$ cat src/rtl/eth_st_ready_latency_adapter.sv
// Show-ahead elastic buffer adapting an upstream ready-latency source to a ready-latency-0 sink.
// Write-to-output latency 1 cycle; full-buffer writes are dropped and flagged; ST_TA_DROP_CNT_EN adds drop_cnt.
module eth_st_ready_latency_adapter #(
  parameter int DATA_W           = 72,
  parameter int DEPTH            = 8,
  parameter int IN_READY_LATENCY = 1
) (
  input  logic                      clk,
  input  logic                      reset_n,
  input  logic [DATA_W-1:0]         in_data,
  input  logic                      in_valid,
  output logic                      in_ready,
  output logic [DATA_W-1:0]         out_data,
  output logic                      out_valid,
  input  logic                      out_ready,
  output logic [$clog2(DEPTH):0]    fill_level,
  output logic                      overflow,
  input  logic                      clr_overflow
`ifdef ST_TA_DROP_CNT_EN
  ,
  output logic [15:0]               drop_cnt
`endif
);

  localparam int AW    = $clog2(DEPTH);
  localparam int CNT_W = AW + 1;

  logic [DATA_W-1:0] mem_q [DEPTH];
  logic [AW-1:0]     wr_ptr_q, wr_ptr_d;
  logic [AW-1:0]     rd_ptr_q, rd_ptr_d;
  logic [CNT_W-1:0]  count_q, count_d;
  logic              in_ready_q, in_ready_d;
  logic              overflow_q, overflow_d;
  logic              rd, wr, drop;

  assign out_valid  = (count_q != '0);
  assign out_data   = mem_q[rd_ptr_q];
  assign in_ready   = in_ready_q;
  assign fill_level = count_q;
  assign overflow   = overflow_q;

  always_comb begin
    rd   = out_valid & out_ready;
    // A read in the same cycle frees the slot, so a full buffer can still accept.
    wr   = in_valid & ((count_q < CNT_W'(DEPTH)) | rd);
    drop = in_valid & ~wr;

    wr_ptr_d   = wr_ptr_q + AW'(wr);
    rd_ptr_d   = rd_ptr_q + AW'(rd);
    count_d    = count_q + CNT_W'(wr) - CNT_W'(rd);
    // Leave room for the beats still in flight from the upstream ready latency.
    in_ready_d = (count_d <= CNT_W'(DEPTH - 1 - IN_READY_LATENCY));

    overflow_d = overflow_q;
    if (clr_overflow) overflow_d = 1'b0;
    if (drop)         overflow_d = 1'b1;
  end

  always_ff @(posedge clk) begin
    if (!reset_n) begin
      wr_ptr_q   <= '0;
      rd_ptr_q   <= '0;
      count_q    <= '0;
      in_ready_q <= 1'b0;
      overflow_q <= 1'b0;
    end else begin
      wr_ptr_q   <= wr_ptr_d;
      rd_ptr_q   <= rd_ptr_d;
      count_q    <= count_d;
      in_ready_q <= in_ready_d;
      overflow_q <= overflow_d;
    end
  end

  // Storage is deliberately not reset; only pointers decide what is valid.
  always_ff @(posedge clk) begin
    if (wr) mem_q[wr_ptr_q] <= in_data;
  end

`ifdef ST_TA_DROP_CNT_EN
  logic [15:0] drop_cnt_q, drop_cnt_d;

  always_comb begin
    drop_cnt_d = drop_cnt_q;
    if (clr_overflow)
      drop_cnt_d = drop ? 16'd1 : 16'd0;
    else if (drop && (drop_cnt_q != 16'hFFFF))
      drop_cnt_d = drop_cnt_q + 16'd1;
  end

  always_ff @(posedge clk) begin
    if (!reset_n) drop_cnt_q <= '0;
    else          drop_cnt_q <= drop_cnt_d;
  end

  assign drop_cnt = drop_cnt_q;
`endif

endmodule

$ cat config.mk
export PLATFORM = sky130hd
export DESIGN_NAME = eth_st_ready_latency_adapter
export DESIGN_NICKNAME = d
export VERILOG_FILES = /design/src/rtl/eth_st_ready_latency_adapter.sv
export SDC_FILE = /design/constraint.sdc
export NUM_CORES = 1
export LEC_CHECK = 0
export ABC_AREA = 1
export BUFFER_PORTS_ARGS = -buffer_cell sky130_fd_sc_hd__buf_2
export CORE_MARGIN = 1.5
export CORE_UTILIZATION = 40
export CTS_BUF_LIST = sky130_fd_sc_hd__clkbuf_16
export DETAILED_ROUTE_END_ITERATION = 12
export GPL_ROUTABILITY_DRIVEN = 1
export PLACE_DENSITY_LB_ADDON = 0.15
export SLEW_MARGIN = 0
export SYNTH_ARGS = -nofsm -noshare
export SYNTH_HDL_FRONTEND = slang
export SYNTH_SLANG_ARGS = --single-unit
$ cat constraint.sdc
create_clock -name clk -period 4.5 [get_ports clk]
set_input_delay 0 -clock clk [delete_from_list [all_inputs] [get_ports clk]]
set_output_delay 0 -clock clk [all_outputs]
set_load 0.05 [all_outputs]
==> flow_summary.json <==
{
  "status": "complete, no violations",
  "grt_use_met3": 0.03072,
  "gp_congestion": 0.7283,
  "synth_fa_ha_area_frac": 0.005590,
  "synth_area_leaders": "edfxtp_1 73%, nand2_1 7.1%, nor2_1 7.1%, o21ai_1 3.2%, o211ai_1 2.3%",
  "worstPathRequired_ns": 4.50,
  "r2r_cells": 14,
  "synth-seq-area-share": 0.7391,
  "place_ws_ns": 1.634,
  "grt_start_max_net_pins": 184,
  "clk_path_buf_depth": 3,
  "place_hpwl_um": 27320,
  "min_from": "in_data[45]",
  "drv_cap": 0,
  "grt_pass1_vias": 14670,
  "drtIter0Drc": 853,
  "num_rows": 89,
  "setup_ws_ns": 1.184,
  "ir_worst_vdd_uv": 731.3,
  "vias_per_cell": 4.865,
  "crit_arrival_ns": 3.32,
  "synth_area_leader_cell": "edfxtp_1",
  "synth_top_family_by_area": "simple AND/OR/NAND/NOR gates",
  "endpoint_kind": "output port",
  "power_uw": 16680,
  "hold_end": "mem_q[2][45]",
  "yosys-mux-area-fraction": 0,
  "grt_overflow_total": 0,
  "setup_viol": 0,
  "antenna_left": 0,
  "critical_path_buf_inv_count": 3,
  "insertion_delay_ns": 0.61,
  "reg2reg_slack_ns": 1.65,
  "fin_crit_ns": 3.316,
  "grt_pass1_wl_um": 84210,
  "grtUsageMet2": 0.3044,
  "cp_slowest_stage_delay_ns": 0.83,
  "worst_slew_pin_slew_ns": 0.9737,
  "synth-compound-area-share": 0.06898,
  "initial_core_util": 0.4035,
  "synth_flop_cell": "edfxtp_1",
  "hold_viol": 0,
  "fin_crit_sh": 0.7368,
  "wl_per_cell_um": 17.90,
  "synth_nets": 2089,
  "yosys-top-cells-count": "576 x edfxtp_1, 449 x nand2_1, 446 x nor2_1",
  "final.setup_skew_ns": 0.008723,
  "path_class": "reg -> out",
  "cts_buffers": 61,
  "area_growth_pct": 17.53,
  "crit_chain": "clkinv_2 -> buf_4 -> nor2_1 -> o21ai_0 -> nand2_1 -> nand2_1 -> nand2_1 -> buf_2",
  "place_inst": 2841,
  "synth_top_area_share": 0.7290,
  "fp.dieArea_um2": 60790,
  "yosysWarnings": 0,
  "synth.most_common_cell": "edfxtp_1",
  "min_path_cells": 2,
  "rsz0062_at_grt": "false",
  "drv_slew": 0,
  "cts_num_sinks": 588,
  "fp.dieH_um": 246.6,
  "synth_cell_types": 23,
  "leakage_uw": 0.01041,
  "gr-max-usage-layer": "met2",
  "syn_area_um2": 23730,
  "first_pass_iters": 5,
  "max_slew_margin": 0.3509,
  "critPathLaunchType": "flip-flop",
  "cts_tree": "done",
  "root_buffer": "clkbuf_16",
  "r2r-start": "fill_level[3]",
  "core-area_um2": 58800,
  "synthCells": 2002,
  "cp_common_cell": "nand2_1",
  "crit_slowest_cell": "dfxtp_4",
  "r2r-end": "in_ready",
  "die_w_um": 246.6,
  "synthXorXnorAreaFrac": 0.001107,
  "ys_ff_latch": 588,
  "wl_um": 54170,
  "crit_fanout": 57,
  "fin_nets": 2294,
  "vias": 14723,
  "antenna_found_initial": 3,
  "cp_top_family": "buffers and inverters",
  "min-delay-path-class": "in -> reg",
  "use_met1": 0.2425,
  "layout.cells.non_filler": 3026,
  "yosys.area_share.simple": 0.1438,
  "ctsHtreeMaxLevel": 2,
  "drive_gt1_frac": 0.1203,
  "synthArstFlopShare": 0,
  "synth_edf_count": 576,
  "powerDensity_nw_per_um2": 598.2,
  "synth.avg_cell_area_um2": 11.85,
  "timing.fmax_ghz": 0.3016,
  "fillers": 5288,
  "track_usage": 0.1797,
  "drcViolationCount": 0,
  "port_buffers": 155,
  "io_pins": 156,
  "cts.clk_slew.worst_paths_ns": 0.06
}
==> cells by family (layout without fill, tap and decap cells) <==
logic type / count (synthesis) / count (layout)
flip-flops: 588 / 588
adder cells (fa/ha/maj): 10 / 10
buffers and inverters: 205 / 455
AND/OR/NAND/NOR: 905 / 905
AO/OA/AOI/OAI: 291 / 291
other: 0 / 1
XOR/XNOR: 3 / 3
==> area by class of cell <==
type                    instances  area, um2  area share
repair buffers                253       1839     0.06595
clock inverters                45      325.3     0.01167
diodes                          1      2.502  0.00008973
flip-flops and latches        588      17550      0.6293
clock buffers                  63       1577     0.05653
well taps                     773      967.2     0.03468
inverters                      94      360.3     0.01292
multi-input cells            1209       5268      0.1889
==> power breakdown <==
group / leakage (uW) / internal [uW] / total, uW / switching (uW)
combinational: 0.00409 / 1300 / 5400 / 4100
clock: 0.000995 / 2790 / 4810 / 2020
sequential: 0.00532 / 6350 / 6480 / 126
==> metal layers <==
| layer | vias to the layer above | wire, um |
|---|---|---|
| met5 | - | 23 |
| met4 | 4 | 813 |
| met3 | 71 | 2187 |
| met2 | 246 | 26190 |
| met1 | 7152 | 24960 |
| li1 | 7250 | - |
==> worst register-to-register path, stage by stage (launching register included) <==
cell and delay [ns]:
dfxtp_1 0.36, inv_1 0.06, ha_1 0.17, nand2_1 0.08
nand2_1 0.08, nand2_1 0.07, nand2_1 0.43, ha_1 0.50
inv_1 0.04, ha_1 0.20, fa_1 0.41, xor2_1 0.17
nand3_1 0.09, nand2_1 0.06, nor2_1 0.03
==> stage by stage <==
step / TNS [ns] / instance area [um2] / utilization / hold slack (ns)
4_1_cts: 0 / 27880 / 0.4743 / 0.1589
6_report: 0 / 27890 / 0.4743 / 0.1954
2_1_floorplan: -434.71 / 23730 / - / 0.09887
3_5_place_dp: 0 / 25220 / 0.4290 / 0.2670
5_1_grt: 0 / 27890 / 0.4743 / 0.1726
3_3_place_gp: 0 / 25220 / 0.4290 / 0.2594
==> flip-flops by register name, indices dropped and copies added, names as in the netlist <==
name and cells:
wr_ptr_q 3, in_ready 1, fill_level 4, overflow 1, mem_q 576, rd_ptr_q 3
==> cell usage in the layout, fill, tap and decap left out, drive strengths merged, types with 3 or more instances in the layout <==
cell	instances
inv	109
dfxtp	12
clkinv	24
dlygate4sd3	76
nor2	446
a21oi	3
ha	9
nand2	449
bufinv	5
o211ai	72
clkbuf	63
buf	177
o21ai	216
edfxtp	576
nand3	9
==> worst max-delay path by stage <==
stage / endpoint / depth (start not counted) / from
floorplan: mem_q[0][0] / 7 / fill_level[2]
global placement: in_ready / 14 / fill_level[3]
detailed placement: in_ready / 14 / fill_level[2]
CTS: out_data[6] / 8 / rd_ptr_q[1]
global route: out_data[58] / 8 / rd_ptr_q[1]
finish: out_data[8] / 8 / rd_ptr_q[1]
==> repair_timing <==
| action | CTS | global route |
|---|---|---|
| resized for setup | 0 | 0 |
| hold endpoints to repair | 588 | 0 |
| hold buffers | 76 | 0 |
| buffers inserted | 0 | 0 |
Note: power is estimated with default switching activity, not from simulation.
